==> src/rtl/nibble_serial_adder_ctrl_pkg.sv <==
// Shared definitions for the nibble-serial add/subtract sequencer:
// state encoding and the width of one adder slice.
package nibble_serial_adder_ctrl_pkg;

    localparam int NIBBLE_W = 4;

    typedef enum logic [1:0] {
        IDLE = 2'd0,
        RUN  = 2'd1,
        DONE = 2'd2
    } state_t;

endpackage

==> src/rtl/ripple_carry.sv <==
// The existing 4-bit ripple-carry adder slice, time-shared by the sequencer.
module ripple_carry (
    input  logic [3:0] a,
    input  logic [3:0] b,
    input  logic       cin,
    output logic [3:0] sum,
    output logic       cout
);

    logic c1_s;
    logic c2_s;
    logic c3_s;

    // Carry chain spelled out bit by bit so each carry is its own net
    always_comb begin
        c1_s   = (a[0] & b[0]) | (cin  & (a[0] ^ b[0]));
        c2_s   = (a[1] & b[1]) | (c1_s & (a[1] ^ b[1]));
        c3_s   = (a[2] & b[2]) | (c2_s & (a[2] ^ b[2]));
        cout   = (a[3] & b[3]) | (c3_s & (a[3] ^ b[3]));
        sum[0] = a[0] ^ b[0] ^ cin;
        sum[1] = a[1] ^ b[1] ^ c1_s;
        sum[2] = a[2] ^ b[2] ^ c2_s;
        sum[3] = a[3] ^ b[3] ^ c3_s;
    end

endmodule

==> src/rtl/nibble_serial_adder_ctrl.sv <==
// Multi-precision add/subtract sequencer: one nibble per cycle, LSB first,
// through a single shared ripple_carry slice with a start/busy/done handshake.
module nibble_serial_adder_ctrl
    import nibble_serial_adder_ctrl_pkg::*;
#(
    parameter int NIBBLES = 4
) (
    input  logic                         clk,
    input  logic                         rst,
    input  logic                         start,
    input  logic                         sub,
    input  logic                         cin,
    input  logic [NIBBLE_W*NIBBLES-1:0]  a,
    input  logic [NIBBLE_W*NIBBLES-1:0]  b,
    output logic                         busy,
    output logic                         done,
    output logic [NIBBLE_W*NIBBLES-1:0]  s,
    output logic                         cout,
    output logic                         ovf
);

    localparam int W     = NIBBLE_W * NIBBLES;
    localparam int IDX_W = (NIBBLES > 1) ? $clog2(NIBBLES) : 1;

    state_t                state_r;
    logic [IDX_W-1:0]      idx_r;
    logic                  carry_r;
    logic [W-1:0]          opa_r;
    logic [W-1:0]          opb_r;
    logic                  busy_r;
    logic                  done_r;
    logic [W-1:0]          s_r;
    logic                  cout_r;
    logic                  ovf_r;

    logic [NIBBLE_W-1:0]   nib_a_s;
    logic [NIBBLE_W-1:0]   nib_b_s;
    logic [NIBBLE_W-1:0]   nib_sum_s;
    logic                  nib_cout_s;
    logic                  last_s;

    // Select the active nibble of each operand for the shared adder
    always_comb begin
        nib_a_s = opa_r[{idx_r, 2'b00} +: NIBBLE_W];
        nib_b_s = opb_r[{idx_r, 2'b00} +: NIBBLE_W];
        last_s  = (idx_r == IDX_W'(NIBBLES - 1));
    end

    ripple_carry u_slice (
        .a    (nib_a_s),
        .b    (nib_b_s),
        .cin  (carry_r),
        .sum  (nib_sum_s),
        .cout (nib_cout_s)
    );

    // Sequencer: operand capture, nibble stepping and result registers
    always_ff @(posedge clk) begin
        if (rst) begin
            state_r <= IDLE;
            idx_r   <= '0;
            carry_r <= 1'b0;
            opa_r   <= '0;
            opb_r   <= '0;
            busy_r  <= 1'b0;
            done_r  <= 1'b0;
            s_r     <= '0;
            cout_r  <= 1'b0;
            ovf_r   <= 1'b0;
        end else begin
            case (state_r)
                IDLE, DONE: begin
                    if (start) begin
                        // Subtraction is A + ~B + 1, so invert B once at capture
                        opa_r   <= a;
                        opb_r   <= sub ? ~b : b;
                        carry_r <= sub ? 1'b1 : cin;
                        idx_r   <= '0;
                        s_r     <= '0;
                        cout_r  <= 1'b0;
                        ovf_r   <= 1'b0;
                        state_r <= RUN;
                        busy_r  <= 1'b1;
                        done_r  <= 1'b0;
                    end else begin
                        state_r <= IDLE;
                        busy_r  <= 1'b0;
                        done_r  <= 1'b0;
                    end
                end
                RUN: begin
                    s_r[{idx_r, 2'b00} +: NIBBLE_W] <= nib_sum_s;
                    carry_r <= nib_cout_s;
                    if (last_s) begin
                        idx_r   <= '0;
                        cout_r  <= nib_cout_s;
                        ovf_r   <= (opa_r[W-1] == opb_r[W-1]) &&
                                   (nib_sum_s[NIBBLE_W-1] != opa_r[W-1]);
                        state_r <= DONE;
                        busy_r  <= 1'b0;
                        done_r  <= 1'b1;
                    end else begin
                        idx_r   <= idx_r + IDX_W'(1);
                        state_r <= RUN;
                        busy_r  <= 1'b1;
                        done_r  <= 1'b0;
                    end
                end
                default: begin
                    state_r <= IDLE;
                    idx_r   <= '0;
                    busy_r  <= 1'b0;
                    done_r  <= 1'b0;
                end
            endcase
        end
    end

    assign busy = busy_r;
    assign done = done_r;
    assign s    = s_r;
    assign cout = cout_r;
    assign ovf  = ovf_r;

endmodule
==> config.mk <==
export PLATFORM = sky130hd
export DESIGN_NAME = nibble_serial_adder_ctrl
export DESIGN_NICKNAME = d
export VERILOG_FILES = /design/src/rtl/nibble_serial_adder_ctrl_pkg.sv /design/src/rtl/ripple_carry.sv /design/src/rtl/nibble_serial_adder_ctrl.sv
export SDC_FILE = /design/constraint.sdc
export NUM_CORES = 1
export LEC_CHECK = 0
export ABC_AREA = 1
export BUFFER_PORTS_ARGS = -buffer_cell sky130_fd_sc_hd__buf_2
export CORE_MARGIN = 3
export CORE_UTILIZATION = 45
export CTS_BUF_LIST = sky130_fd_sc_hd__clkbuf_8
export DETAILED_ROUTE_END_ITERATION = 10
export HOLD_SLACK_MARGIN = 0.08
export PLACE_DENSITY_LB_ADDON = 0.12
export SLEW_MARGIN = 15
export SYNTH_ARGS = -nofsm -noshare
export SYNTH_HDL_FRONTEND = slang
export SYNTH_HIERARCHICAL = 1
export SYNTH_SLANG_ARGS = --single-unit
export TNS_END_PERCENT = 5
==> constraint.sdc <==
create_clock -name clk -period 7.1 [get_ports clk]
set_input_delay 1.775 -clock clk [delete_from_list [all_inputs] [get_ports clk]]
set_output_delay 1.775 -clock clk [all_outputs]
set_load 0.05 [all_outputs]
==> summary.md <==
| Metric | Value |
|---|---|
| IO Port Bufs | 56 |
| Simple-gate area share of the yosys netlist | 19.87% |
| Commonest non-fill, non-tap cells in the layout | 61 x sky130_fd_sc_hd__nor2_1, 56 x sky130_fd_sc_hd__dfxtp_1, 56 x sky130_fd_sc_hd__buf_2 |
| Die outline area | 6819 µm² |
| Clock tree from TritonCTS | yes |
| Via count | 2296 |
| Vertical die dimension | 82.58 µm |
| Router iterations before antenna repair | 4 |
| Final worst hold slack | 486.4 ps |
| Power Density | 217.5 nW/µm² |
| Asr flop ratio synth | 0% |
| Multiplexer area fraction after synthesis | 0% |
| Fraction of final layout cells sized beyond drive strength 1 | 17.01% |
| CP Data Arrival Time | 4090 ps |
| Required time of the critical path | 7340 ps |
| Highest net fanout along the worst path | 24 |
| Critical path class | reg2reg |
| Peak ir drop on the vdd network | 0.1039 mV |
| Tot GR Track Use | 17.44% |
| Detailed Route Iter0 Violations | 113 |
| Leakage dissipation | 1.305 nW |
| Starting density of the core | 47.34% |
| Core region area | 5574 µm² |
| Vias in the first global route | 2051 |
| Met2 Track Usage GR | 27.96% |
| Post-Route Skew | 6.493 ps |
| DRC violations left | 0 |
| Top-area cell type share of the netlist area | 42.48% |
| Total overflow reported by the global router | 0 |
| Synthesis-stage register bit count | 56 |
| Width of the die | 82.58 µm |
| Cell Area, Synth | 2639 µm² |
| Fillers | 566 |
| Cell type with the largest total area after synthesis | sky130_fd_sc_hd__dfxtp_1 |
| Area post-placement | 2900 µm² |
| Area growth, synth to finish | 12.52% |
| Antenna Nets Post-Route | 0 |
| Layout Cell Area excl Fill | 2969 µm² |
| DRT Wirelength | 5629 µm |
| Total of endpoints with negative setup slack in the final report | 0 |
| Type of destination of the critical path | register |
| Status | finished clean |
| Share of synthesized cell area in full adder, half adder and majority cells | 5.880% |
| Main synth FF type | sky130_fd_sc_hd__dfxtp_1 |
| Final period demand of the worst path | 3855 ps |
| Layout net count | 437 |
| Hold WC Path Type | reg2reg |
| Synthesized area divided by synthesized cell count | 7.605 µm² |
| Share of the synthesized area in compound gates (AO/OA/AOI/OAI) | 18.40% |
| Setup TNS Final | 0 ps |
| Placed cell count | 455 |
| Combinational family with the most area after synthesis | simple AND/OR/NAND/NOR gates |
| Most frequent standard cell in the layout excluding fill and tap cells | sky130_fd_sc_hd__nor2_1 |
| Top-level port count | 57 |
| Distinct cell type count after synthesis | 25 |
| Global-route wire length before repair | 9308 µm |
| Ranking of synthesized cells by area | sky130_fd_sc_hd__dfxtp_1 42%, sky130_fd_sc_hd__o21ai_0 9.1%, sky130_fd_sc_hd__nor2_1 8.7%, sky130_fd_sc_hd__a21oi_1 6.8%, sky130_fd_sc_hd__xnor2_1 5.3% |
| Bufs on Longest Clock Path | 2 |
| Routing usage on met3 | 3.796% |
| Clk Latency, worst-skew pair | 300 ps |
| Setup Fix Bufs, Post-CTS | 0 |
| Number of hold buffers added after CTS | 0 |
| Non-filler cells, final | 460 |
| Post-CTS sizing | 0 |
| Register clock-pin slew on the reported worst setup and hold paths | 90 ps |
| GR Layer Usage met1 | 23.81% |
| Count of inserted antenna diode cells | 0 |
| Via density per instance | 4.991 |
| RSZ-0062 raised after global routing | false |
| Highest clock frequency the design can meet | 259.4 MHz |
| Wire length per cell after detailed routing | 12.24 µm |
| Max Cap Violations | 0 |
| Synthesized netlist cell count | 347 |
| Largest net degree at the start of global routing | 50 |
| CP startpoint kind | register |
| Max-slew headroom at the worst pin | 44.82% |
| Share of the clock period used by the worst path after layout | 54.29% |
| Number of antenna violations at the first check in global routing | 0 |
| GP Congestion | 0.8002 |
| Placement row count | 27 |
| Clock Root Buffer | sky130_fd_sc_hd__clkbuf_8 |
| Final hold violations | 0 |
| Clock buffer count from CTS | 5 |
| Number of flops mapped to enable cells by yosys | 0 |
| Total half-perimeter wirelength after legalization and detailed placement | 4069 µm |
| Clk sink count | 56 |
| Count of warnings emitted by yosys | 6 |
| Slew @ Worst Pin | 826.9 ps |
| Synth Area in XOR/XNOR | 5.311% |
| Final worst setup slack | 3245 ps |
| Number of nets in the synthesized netlist | 394 |
| Seq/Total Area, Yosys | 42.48% |
| Final number of max-transition violations | 0 |
| Htree depth | 2 |
| Most heavily used metal layer in global routing | met2 |
| Setup slack after placement | 3286 ps |
| R2r setup slk | 3250 ps |
registers in the layout (all words and copies together) (netlist names):
signal / cells
state_r: 2
opb_r: 16
s: 16
opa_r: 16
idx_r: 2
done: 1
carry_r: 1
cout: 1
ovf: 1
critical path: stages, from the launching register on:
cell and delay [ps]:
sky130_fd_sc_hd__dfxtp_1 790, sky130_fd_sc_hd__inv_1 520, sky130_fd_sc_hd__o21ai_0 290, sky130_fd_sc_hd__o22ai_1 130, sky130_fd_sc_hd__fa_1 420, sky130_fd_sc_hd__inv_1 70, sky130_fd_sc_hd__fa_1 150, sky130_fd_sc_hd__inv_1 50
sky130_fd_sc_hd__fa_1 350, sky130_fd_sc_hd__inv_1 80, sky130_fd_sc_hd__fa_1 400, sky130_fd_sc_hd__inv_1 110, sky130_fd_sc_hd__nand2_1 90, sky130_fd_sc_hd__nor2_1 130, sky130_fd_sc_hd__nand2_1 80, sky130_fd_sc_hd__a21oi_1 120
cell families after synthesis:
group,after synthesis
buffers and inverters,47
and+or+nand+nor,124
AOI/OAI and AO/OA,94
adders and majority gates,10
xor gates and xnor gates,16
DFF,56
path summary, 6_finish.rpt:
check	start	to	cells after the start
max	idx_r[0]$_SDFFE_PP0P_	s[15]$_SDFFE_PP0P_	15
min	s[3]$_SDFFE_PP0P_	s[3]$_SDFFE_PP0P_	2
max reg2reg	idx_r[0]$_SDFFE_PP0P_	s[15]$_SDFFE_PP0P_	15
min reg2reg	s[3]$_SDFFE_PP0P_	s[3]$_SDFFE_PP0P_	2
where the power goes:
part           internal (mW)  switching [mW]  total [mW]
registers              0.335          0.0157       0.350
clock network         0.0639          0.0926       0.157
logic                 0.0499          0.0890       0.139
total                  0.449           0.197       0.646
cell type report:
cell class,count,area (µm²),area share [%]
flip-flops and latches,56,1121,37.76
repair buffers,56,280.3,9.440
inverters,27,103.9,3.498
clock buffers,5,68.82,2.318
well taps,72,90.09,3.034
multi-input cells,244,1305,43.95
cell usage after synthesis, types with 2 or more instances:
cell,instances
sky130_fd_sc_hd__nor2_1,61
sky130_fd_sc_hd__dfxtp_1,56
sky130_fd_sc_hd__o21ai_0,48
sky130_fd_sc_hd__a21oi_1,36
sky130_fd_sc_hd__nand2_1,31
sky130_fd_sc_hd__inv_1,25
sky130_fd_sc_hd__nand3_1,24
sky130_fd_sc_hd__xnor2_1,16
sky130_fd_sc_hd__o22ai_1,8
sky130_fd_sc_hd__clkbuf_1,7
sky130_fd_sc_hd__ha_1,6
sky130_fd_sc_hd__buf_2,5
sky130_fd_sc_hd__fa_1,4
sky130_fd_sc_hd__nand4_1,4
sky130_fd_sc_hd__buf_4,3
sky130_fd_sc_hd__buf_1,2
sky130_fd_sc_hd__buf_6,2
sky130_fd_sc_hd__o21a_1,2
metrics by stage:
stage	util (%)	total power, mW
final	53.27	0.6458
after global routing	53.27	0.6855
after CTS	53.27	0.6524
after detailed placement	52.03	0.4972
after global placement	52.03	0.4951
after floorplan	-	0.4630
routing by layer:
metal	up-vias	part of all wire (%)
met4	0	0.94
met2	45	45
met5	-	0
li1	1220	-
met1	1027	50
met3	4	4.7
Power figures use the tool's default switching activity.
